--- config.mk ---
export PLATFORM = sky130hd
export DESIGN_NAME = sync_fifo_flat
export DESIGN_NICKNAME = d
export VERILOG_FILES = /design/src/rtl/fifo_pkg.sv /design/src/rtl/sync_fifo_if.sv /design/src/rtl/fifo_mem.sv /design/src/rtl/sync_fifo.sv /design/src/flat_wrapper.sv
export SDC_FILE = /design/constraint.sdc
export NUM_CORES = 1
export LEC_CHECK = 0
export BUFFER_PORTS_ARGS = -buffer_cell sky130_fd_sc_hd__buf_4
export CAP_MARGIN = 20
export CELL_PAD_IN_SITES_DETAIL_PLACEMENT = 0
export CELL_PAD_IN_SITES_GLOBAL_PLACEMENT = 1
export CORE_MARGIN = 2
export CORE_UTILIZATION = 53
export CTS_CLUSTER_SIZE = 25
export DETAILED_ROUTE_END_ITERATION = 8
export HOLD_SLACK_MARGIN = 0.05
export PLACE_DENSITY_LB_ADDON = 0.1
export SLEW_MARGIN = 40
export SYNTH_ARGS = -nofsm -noshare
export SYNTH_HDL_FRONTEND = slang
export SYNTH_SLANG_ARGS = --single-unit
--- constraint.sdc ---
create_clock -name clk -period 3.2 [get_ports clk]
set_input_delay 0.8 -clock clk [delete_from_list [all_inputs] [get_ports clk]]
set_output_delay 0.8 -clock clk [all_outputs]
set_load 0.02 [all_outputs]
--- src/rtl/fifo_pkg.sv ---
// Shared constants and the address-width helper for the synchronous FIFO.
package fifo_pkg;

  localparam int unsigned DEF_WIDTH     = 8;
  localparam int unsigned DEF_DEPTH     = 16;
  localparam int unsigned DEF_AF_MARGIN = 2;
  localparam int unsigned DEF_AE_LEVEL  = 2;

  // Ceiling log2; DEPTH is a power of two so this is the exact address width.
  function automatic int unsigned log2c(input int unsigned v);
    int unsigned r;
    r = 0;
    while ((64'd1 << r) < 64'(v)) r++;
    return r;
  endfunction

endpackage

--- src/rtl/sync_fifo_if.sv ---
// Handshake, data and status bundle between a FIFO user (master) and the FIFO (slave).
interface sync_fifo_if import fifo_pkg::*; #(
  parameter int unsigned WIDTH = DEF_WIDTH,
  parameter int unsigned DEPTH = DEF_DEPTH
);
  localparam int unsigned AW = log2c(DEPTH);

  logic             flush;
  logic             clr_err;
  logic             wr_en;
  logic [WIDTH-1:0] din;
  logic             rd_en;
  logic [WIDTH-1:0] dout;
  logic             dout_valid;
  logic             full;
  logic             empty;
  logic             almost_full;
  logic             almost_empty;
  logic [AW:0]      count;
  logic             overflow;
  logic             underflow;

  modport master (
    output flush, clr_err, wr_en, din, rd_en,
    input  dout, dout_valid, full, empty, almost_full, almost_empty, count, overflow, underflow
  );

  modport slave (
    input  flush, clr_err, wr_en, din, rd_en,
    output dout, dout_valid, full, empty, almost_full, almost_empty, count, overflow, underflow
  );
endinterface

--- src/rtl/fifo_mem.sv ---
// WIDTH x DEPTH storage: one synchronous write port, one asynchronous read port, never cleared.
module fifo_mem import fifo_pkg::*; #(
  parameter  int unsigned WIDTH = DEF_WIDTH,
  parameter  int unsigned DEPTH = DEF_DEPTH,
  localparam int unsigned AW    = log2c(DEPTH)
) (
  input  logic             clk,
  input  logic             we,
  input  logic [AW-1:0]    waddr,
  input  logic [WIDTH-1:0] wdata,
  input  logic [AW-1:0]    raddr,
  output logic [WIDTH-1:0] rdata
);

  logic [WIDTH-1:0] mem_q [DEPTH];

  always_ff @(posedge clk) begin
    if (we) mem_q[waddr] <= wdata;
  end

  assign rdata = mem_q[raddr];

endmodule

--- src/rtl/sync_fifo.sv ---
// Synchronous FIFO control: extended pointers, registered status flags, sticky errors,
// and either first-word-fall-through or registered-read output.
module sync_fifo import fifo_pkg::*; #(
  parameter int unsigned WIDTH    = DEF_WIDTH,
  parameter int unsigned DEPTH    = DEF_DEPTH,
  parameter int unsigned AF_LEVEL = DEPTH - DEF_AF_MARGIN,
  parameter int unsigned AE_LEVEL = DEF_AE_LEVEL,
  parameter bit          FWFT     = 1'b1
) (
  input  logic        clk,
  input  logic        rst,
  sync_fifo_if.slave  bus
);

  localparam int unsigned AW   = log2c(DEPTH);
  localparam logic [AW:0] AF_L = (AW+1)'(AF_LEVEL);
  localparam logic [AW:0] AE_L = (AW+1)'(AE_LEVEL);

  logic [AW:0]      wr_ptr_q, wr_ptr_d, rd_ptr_q, rd_ptr_d, count_q, count_d;
  logic             full_q, full_d, empty_q, empty_d;
  logic             af_q, af_d, ae_q, ae_d;
  logic             ovf_q, ovf_d, udf_q, udf_d;
  logic             wr_acc_c, rd_acc_c;
  logic [WIDTH-1:0] rdata;

  // Acceptance uses start-of-cycle flags; flush overrides both requests.
  always_comb begin
    wr_acc_c = bus.wr_en & ~full_q  & ~bus.flush;
    rd_acc_c = bus.rd_en & ~empty_q & ~bus.flush;
    wr_ptr_d = wr_ptr_q;
    rd_ptr_d = rd_ptr_q;
    if (wr_acc_c) wr_ptr_d = wr_ptr_q + (AW+1)'(1);
    if (rd_acc_c) rd_ptr_d = rd_ptr_q + (AW+1)'(1);
    if (bus.flush) begin
      wr_ptr_d = '0;
      rd_ptr_d = '0;
    end
    count_d = wr_ptr_d - rd_ptr_d;
    empty_d = (wr_ptr_d == rd_ptr_d);
    full_d  = (wr_ptr_d[AW] != rd_ptr_d[AW]) && (wr_ptr_d[AW-1:0] == rd_ptr_d[AW-1:0]);
    af_d    = (count_d >= AF_L);
    ae_d    = (count_d <= AE_L);
    // A fresh error wins over a simultaneous clear.
    ovf_d   = (ovf_q & ~bus.clr_err) | (bus.wr_en & full_q  & ~bus.flush);
    udf_d   = (udf_q & ~bus.clr_err) | (bus.rd_en & empty_q & ~bus.flush);
  end

  always_ff @(posedge clk or posedge rst) begin
    if (rst) begin
      wr_ptr_q <= '0;
      rd_ptr_q <= '0;
      count_q  <= '0;
      full_q   <= 1'b0;
      empty_q  <= 1'b1;
      af_q     <= 1'b0;
      ae_q     <= 1'b1;
      ovf_q    <= 1'b0;
      udf_q    <= 1'b0;
    end else begin
      wr_ptr_q <= wr_ptr_d;
      rd_ptr_q <= rd_ptr_d;
      count_q  <= count_d;
      full_q   <= full_d;
      empty_q  <= empty_d;
      af_q     <= af_d;
      ae_q     <= ae_d;
      ovf_q    <= ovf_d;
      udf_q    <= udf_d;
    end
  end

  fifo_mem #(.WIDTH(WIDTH), .DEPTH(DEPTH)) u_mem (
    .clk   (clk),
    .we    (wr_acc_c),
    .waddr (wr_ptr_q[AW-1:0]),
    .wdata (bus.din),
    .raddr (rd_ptr_q[AW-1:0]),
    .rdata (rdata)
  );

  assign bus.count        = count_q;
  assign bus.full         = full_q;
  assign bus.empty        = empty_q;
  assign bus.almost_full  = af_q;
  assign bus.almost_empty = ae_q;
  assign bus.overflow     = ovf_q;
  assign bus.underflow    = udf_q;

  generate
    if (FWFT) begin : g_fwft
      // Head entry is presented directly; zero while nothing is stored.
      assign bus.dout       = empty_q ? '0 : rdata;
      assign bus.dout_valid = ~empty_q;
    end else begin : g_std
      logic [WIDTH-1:0] dout_q, dout_d;
      logic             dout_valid_q, dout_valid_d;

      always_comb begin
        dout_d       = dout_q;
        dout_valid_d = rd_acc_c;
        if (rd_acc_c) dout_d = rdata;
      end

      always_ff @(posedge clk or posedge rst) begin
        if (rst) begin
          dout_q       <= '0;
          dout_valid_q <= 1'b0;
        end else begin
          dout_q       <= dout_d;
          dout_valid_q <= dout_valid_d;
        end
      end

      assign bus.dout       = dout_q;
      assign bus.dout_valid = dout_valid_q;
    end
  endgenerate

endmodule

--- src/flat_wrapper.sv ---
// flat-port wrapper written by rule: the top's interface ports become plain ports
module sync_fifo_flat import fifo_pkg::*;
#(
  parameter int unsigned WIDTH    = DEF_WIDTH,
  parameter int unsigned DEPTH    = DEF_DEPTH,
  parameter int unsigned AF_LEVEL = DEPTH - DEF_AF_MARGIN,
  parameter int unsigned AE_LEVEL = DEF_AE_LEVEL,
  parameter bit          FWFT     = 1'b1
)
  (clk, rst, bus_flush, bus_clr_err, bus_wr_en, bus_din, bus_rd_en, bus_dout, bus_dout_valid, bus_full, bus_empty, bus_almost_full, bus_almost_empty, bus_count, bus_overflow, bus_underflow);
  sync_fifo_if #(.WIDTH(WIDTH), .DEPTH(DEPTH)) bus_i ();
  input  logic clk;
  input  logic rst;
  input wire logic [$bits(bus_i.flush)-1:0] bus_flush;
  input wire logic [$bits(bus_i.clr_err)-1:0] bus_clr_err;
  input wire logic [$bits(bus_i.wr_en)-1:0] bus_wr_en;
  input wire logic [$bits(bus_i.din)-1:0] bus_din;
  input wire logic [$bits(bus_i.rd_en)-1:0] bus_rd_en;
  output wire logic [$bits(bus_i.dout)-1:0] bus_dout;
  output wire logic [$bits(bus_i.dout_valid)-1:0] bus_dout_valid;
  output wire logic [$bits(bus_i.full)-1:0] bus_full;
  output wire logic [$bits(bus_i.empty)-1:0] bus_empty;
  output wire logic [$bits(bus_i.almost_full)-1:0] bus_almost_full;
  output wire logic [$bits(bus_i.almost_empty)-1:0] bus_almost_empty;
  output wire logic [$bits(bus_i.count)-1:0] bus_count;
  output wire logic [$bits(bus_i.overflow)-1:0] bus_overflow;
  output wire logic [$bits(bus_i.underflow)-1:0] bus_underflow;
  assign bus_i.flush = bus_flush;
  assign bus_i.clr_err = bus_clr_err;
  assign bus_i.wr_en = bus_wr_en;
  assign bus_i.din = bus_din;
  assign bus_i.rd_en = bus_rd_en;
  assign bus_dout = bus_i.dout;
  assign bus_dout_valid = bus_i.dout_valid;
  assign bus_full = bus_i.full;
  assign bus_empty = bus_i.empty;
  assign bus_almost_full = bus_i.almost_full;
  assign bus_almost_empty = bus_i.almost_empty;
  assign bus_count = bus_i.count;
  assign bus_overflow = bus_i.overflow;
  assign bus_underflow = bus_i.underflow;
  sync_fifo #(.WIDTH(WIDTH), .DEPTH(DEPTH), .AF_LEVEL(AF_LEVEL), .AE_LEVEL(AE_LEVEL), .FWFT(FWFT)) u_core (.clk(clk), .rst(rst), .bus(bus_i));
endmodule
* After elaboration in Yosys (flattened, before gate mapping)
Memories as Yosys holds them, arrays and structs flattened.
Cells that the tools add are included.
** Operators by class
- $lt $le $gt $ge :: 2
- Add/sub/neg operators :: 3
- Muxes and demuxes :: 7
- Equality and inequality tests :: 3
- Reduce and logical (&&, ||, !) cells :: 1
- Bitwise gates (word level) :: 16
** Operators with widths (number)
- $mux W5 :: 4
- $add A5 B1 Y5 const B :: 2
- $and A1 B1 Y1 :: 10
- $mux W8 :: 1
- $eq A5 B5 Y1 :: 1
- $ge A5 B4 Y1 const B :: 1
- $le A5 B2 Y1 const B :: 1
- $sub A5 B5 Y5 :: 1
- $eq A4 B4 Y1 :: 1
- $not A1 Y1 :: 4
- $mux W1 :: 2
- $or A1 B1 Y1 :: 2
- $logic_and A1 B1 Y1 :: 1
- $ne A1 B1 Y1 :: 1
** Storage, ports and cells
- Flip-flop bits (word level) :: 21
- Word-level logic and storage cells :: 42
- Memories :: 1
- Memory bits (writable) :: 128
- Input port bits :: 14
** Memories
- u_core.u_mem.mem_q :: words 16, bits a word 8, read ports 1, clocked after Yosys merged registers in 0, wr ports 1, RTL line fifo_mem.sv:15 : logic [WIDTH-1:0] mem_q [DEPTH];

* Longest topological paths before layout
- Depth after elaboration :: 7
- Mapped depth :: 11
- Mapped depth without buffers :: 10

* Modules after synthesis
Synthesis repeated with hierarchy kept, for this count alone.
** Second synthesis, totals
- Cell total of the unflattened synthesis :: 346
- Area, all modules :: 6268.5 µm²
** By module, submodules not included
- fifo_mem :: instances 1, sequential area each 3843.7 µm², area each 4987.3 µm², cells an instance 221
- sync_fifo :: instances 1, sequential area each 528.0 µm², area each 1281.2 µm², cells an instance 125

* Least setup slack after synthesis
OpenSTA, ideal clock, no wires.
- Path kind :: in2reg
- Start point :: input bus_rd_en
- End point :: register u_core.af_q, in the netlist u_core.bus.almost_full
- Setup slack :: 280 ps
- Buffers on the path :: 0
- Stages on the path :: 9
- Arrival time :: 2853 ps
- Cells stage by stage :: nor2b_1 nand2_1 xor2_1 or2_2 ha_1 a21o_1 a21oi_1 a21boi_0 a221o_1
** On the way
- Word-level cells in the longest chain between the ends :: 6
** Ends and longest elaborated chain
- from (decl) :: RTL line flat_wrapper.sv:18 : input wire logic [$bits(bus_i.rd_en)-1:0] bus_rd_en;
- $and A1 B1 Y1 (2 in a row) :: RTL line sync_fifo.sv:29 : rd_acc_c = bus.rd_en & ~empty_q & ~bus.flush;
- $mux W5 :: RTL line sync_fifo.sv:33 : if (rd_acc_c) rd_ptr_d = rd_ptr_q + (AW+1)'(1);
- $mux W5 :: RTL line sync_fifo.sv:34 : if (bus.flush) begin
- $sub A5 B5 Y5 :: RTL line sync_fifo.sv:38 : count_d = wr_ptr_d - rd_ptr_d;
- $ge A5 B4 Y1 :: RTL line sync_fifo.sv:41 : af_d = (count_d >= AF_L);
- net u_core.af_d :: RTL line sync_fifo.sv:21 : logic af_q, af_d, ae_q, ae_d;
- to (signal assigned) :: RTL line sync_fifo.sv:55 : af_q <= 1'b0;
- to (signal assigned) :: RTL line sync_fifo.sv:65 : af_q <= af_d;
- to (decl) :: RTL line sync_fifo.sv:21
The timed path passes the listed nets, and every way through them passes these cells.

* Final worst setup path
- Start point :: register u_core.rd_ptr_q[0]
- End point :: output bus_dout[2]
** On the way
- Word-level cells in the longest chain between the ends :: 2
** Ends and longest elaborated chain
- from (decl) :: RTL line sync_fifo.sv:19 : logic [AW:0] wr_ptr_q, wr_ptr_d, rd_ptr_q, rd_ptr_d, count_q, count_d;
- from (signal assigned) :: RTL line sync_fifo.sv:61 : rd_ptr_q <= rd_ptr_d;
- $mem_v2 Z16 W8
- $mux W8 :: RTL line sync_fifo.sv:92 : assign bus.dout = empty_q ? '0 : rdata;
- to (decl) :: RTL line flat_wrapper.sv:19 : output wire logic [$bits(bus_i.dout)-1:0] bus_dout;
Every way passes these cells.

==> impl_metrics.env <==
export IMPL_crit_required_ns=2.40
export IMPL_syn_nets=343
export IMPL_crit_top_cell="mux4_2"
export IMPL_crit_arrival_ns=2.39
export IMPL_grt_overflow=0
export IMPL_holdWs_ns=0.396
export IMPL_synth_top_area_share=0.630
export IMPL_cts_max_path_buffers=2
export IMPL_num_vias=3052
export IMPL_ys_seq_elements=149
export IMPL_ir_drop_mv=0.532
export IMPL_cts_sinks=149
export IMPL_slew_violations=0
export IMPL_route_detailed_drc=0
export IMPL_end_kind="output port"
export IMPL_synthArstFlopShare=0.141
export IMPL_drt_pass1_iterations=7
export IMPL_hold_class="input port to async pin"
export IMPL_grt_max_degree=36
export IMPL_h_tree_depth=4
export IMPL_tns_ns=0
export IMPL_min_period_ns=3.19
export IMPL_grtUsageTotal=0.210
export IMPL_hpwlAfterDp_um=7740
export IMPL_relSlewSlack=0.599
export IMPL_core_area_sq_mm=0.0113
export IMPL_worst_pin_slew_ns=0.599
export IMPL_worstSetupStartpointType="flip-flop"
export IMPL_grt_first_pass_wirelength_um=18600
export IMPL_finalCritPeriodShare=0.996
export IMPL_synth_edff_count=128
export IMPL_path_max_fanout=12
export IMPL_seqPwrFrac=0.429
export IMPL_syn2layout_area_growth_pct=20.2
export IMPL_rows=39
export IMPL_final_cells=535
export IMPL_grt_setup_unrepaired="true"
export IMPL_post_cts_setup_buffers=0
export IMPL_switching_power_mw=1.23
export IMPL_cts_root_buf="clkbuf_16"
export IMPL_viasPerCell=5.70
export IMPL_finalHoldViolations=0
export IMPL_yosysWarnings=0
export IMPL_fp_dieH_um=111
export IMPL_drt_met1_wl_um=5320
export IMPL_portBuffers=33
export IMPL_numCtsBuffers=17
export IMPL_outcome="finished clean"
export IMPL_crit_type="flip-flop to output port"
export IMPL_crit_chain="clkbuf_16 > mux4_2 > mux4_2 > and2_4 > buf_6"
export IMPL_synthTopCellsByArea="edfxtp_1 (63%), mux4_2 (15%), dfrtp_1 (7.8%), ha_1 (1.8%), nor2_1 (1.4%)"
export IMPL_hold_buffers=0
export IMPL_total_power_mw=5.17
export IMPL_synth_cells=319
export IMPL_synth_largest_area_cell="edfxtp_1"
export IMPL_avgRoutedWirePerCell_um=22.4
export IMPL_drt_iter0_drc=267
export IMPL_power_frac_comb=0.176
export IMPL_pwr_share_clk=0.395
export IMPL_max_cap_viol_count=0
export IMPL_met2_length_um=5880
export IMPL_p_per_area_mw_per_mm2=705
export IMPL_crit_buf_inv=2
export IMPL_setup_viol=0
export IMPL_cts_tree="built"
export IMPL_yosysUniqueCellTypes=43
export IMPL_synth_ff_type="edfxtp_1"
export IMPL_place_inst=503
export IMPL_clkTransAtPathRegs_ns=0.06
export IMPL_die_w_um=111
export IMPL_clock_latency_ns=0.41
export IMPL_finalNetCount=404
export IMPL_wl_met3_um=683
export IMPL_crit_slowest_cell="mux4_2"
export IMPL_dpl_cell_area_sq_mm=0.00666
export IMPL_max_stage_delay_ns=0.51
export IMPL_intPower_mw=3.94
export IMPL_antenna_found_initial=0
export IMPL_p_leak_nw=2.60
export IMPL_top_layer_used="met4"
export IMPL_wl_um=12000
export IMPL_drive_gt1_frac=0.372
export IMPL_crit_family="multiplexers"
export IMPL_grt_pass1_vias=3140
export IMPL_p_sw_frac=0.238
export IMPL_design_area_sq_mm=0.00734
export IMPL_die_area_sq_mm=0.0124
export IMPL_fin_worst_skew_ns=0.0110
export IMPL_boundaryPins=34
export IMPL_synth_area_sq_mm=0.00610
export IMPL_antenna_left=0
export IMPL_seq_area_frac_synth=0.716
export IMPL_antenna_cells=0
export IMPL_initial_core_util=0.539
export IMPL_place_gp_congestion=0.792
export IMPL_max_freq_mhz=314
export IMPL_synth_area_per_cell_sq_um=19.1
-- worst paths after layout --
| kind | startpoint | end | slack, ns | cells past startpoint |
|---|---|---|---|---|
| max | u_core.rd_ptr_q[0]$_DFF_PP0_ | bus_dout[2] | 0.01 | 5 |
| min | rst | u_core.bus.full$_DFF_PP0_ | 0.40 | 2 |
| max reg2reg | u_core.rd_ptr_q[0]$_DFF_PP0_ | u_core.bus.almost_full$_DFF_PP0_ | 0.36 | 9 |
| min reg2reg | u_core.bus.underflow$_DFF_PP0_ | u_core.bus.underflow$_DFF_PP0_ | 0.54 | 2 |
| max in group asynchronous | rst | u_core.rd_ptr_q[0]$_DFF_PP0_ | 2.46 | 2 |
| min in group clk | u_core.bus.underflow$_DFF_PP0_ | u_core.bus.underflow$_DFF_PP0_ | 0.54 | 2 |
-- final cells by class --
class | count | area, sq um
Sequential cell | 149 | 4370
Fill cell | 788 | 3980
Multi-Input combinational cell | 144 | 1640
Timing Repair Buffer | 55 | 482
Clock buffer | 17 | 425
Clock inverter | 14 | 185
Tap cell | 143 | 179
Inverter | 13 | 48.8
-- synth_stat cells (2+ instances only) --
cell type  count
a21o_1         5
a21oi_1        4
and2_1        10
buf_2          5
clkbuf_1       6
dfrtp_1       19
dfstp_2        2
edfxtp_1     128
ha_1           9
inv_1         13
mux4_2        40
nand2_1        9
nand3_1        2
nand3b_1       2
nand4_1        2
nor2_1        23
nor2b_1        3
o22ai_1        2
or2_2          4
or3b_2         2
xnor2_1        3
xor2_1         5
-- layer usage --
metal  track usage  up-vias
met3        0.0590        6
met5             0        -
met4        0.0757        0
li1              -     1390
met2         0.317      106
met1         0.299     1550
-- power groups by stage --
stage          clock network [mW]  logic, mW  registers [mW]
6_report                     2.04      0.909            2.22
5_1_grt                      2.17      0.975            2.23
4_1_cts                      2.09      0.899            2.22
3_5_place_dp                    0      0.859            2.26
3_3_place_gp                    0      0.855            2.26
2_1_floorplan                   0      0.496            2.30
-- logic make-up (layout without fill, tap and decap cells) --
| kind of cell | Yosys count | in the layout | synth area share |
|---|---|---|---|
| muxes | 41 | 41 | 0.149 |
| and+or+nand+nor | 65 | 65 | 0.0584 |
| buffers and inverters | 26 | 99 | 0.0176 |
| AOI/OAI and AO/OA | 20 | 20 | 0.0250 |
| adders and majority gates | 10 | 10 | 0.0217 |
| xor gates and xnor gates | 8 | 8 | 0.0115 |
| DFF | 149 | 149 | 0.716 |
-- through the flow --
| step | util | setup WS, ns |
|---|---|---|
| CTS | 0.645 | -0.0429 |
| floorplan | - | 0.280 |
| global placement | 0.588 | 0.00840 |
| global route | 0.648 | -0.0567 |
| detailed placement | 0.588 | -0.0884 |
| finish | 0.648 | 0.0116 |
-- registers in the layout, indices dropped and copies added, names as in the netlist --
| register | cells |
|---|---|
| u_core.bus.almost_empty | 1 |
| u_core.bus.almost_full | 1 |
| u_core.bus.count | 5 |
| u_core.bus.empty | 1 |
| u_core.bus.full | 1 |
| u_core.bus.overflow | 1 |
| u_core.bus.underflow | 1 |
| u_core.rd_ptr_q | 5 |
| u_core.u_mem.mem_q | 128 |
| u_core.wr_ptr_q | 5 |
-- layout by cell type, fill, tap and decap left out, types with 5 or more instances in the layout --
cell | netlist | layout
inv_1 | 13 | 12
mux4_2 | 40 | 40
nand2_1 | 9 | 9
edfxtp_1 | 128 | 128
a21o_1 | 5 | 5
buf_4 | 1 | 46
clkbuf_16 | 0 | 18
and2_4 | 0 | 6
xor2_1 | 5 | 5
nor2_1 | 23 | 23
ha_1 | 9 | 9
dfrtp_1 | 19 | 18
buf_6 | 0 | 5
-- repair_timing --
action,CTS,global route
gates resized for setup,10,3
endpoints found under the setup margin,7,8
gates cloned,0,1
No activity file was read; power rests on OpenSTA's default activity.
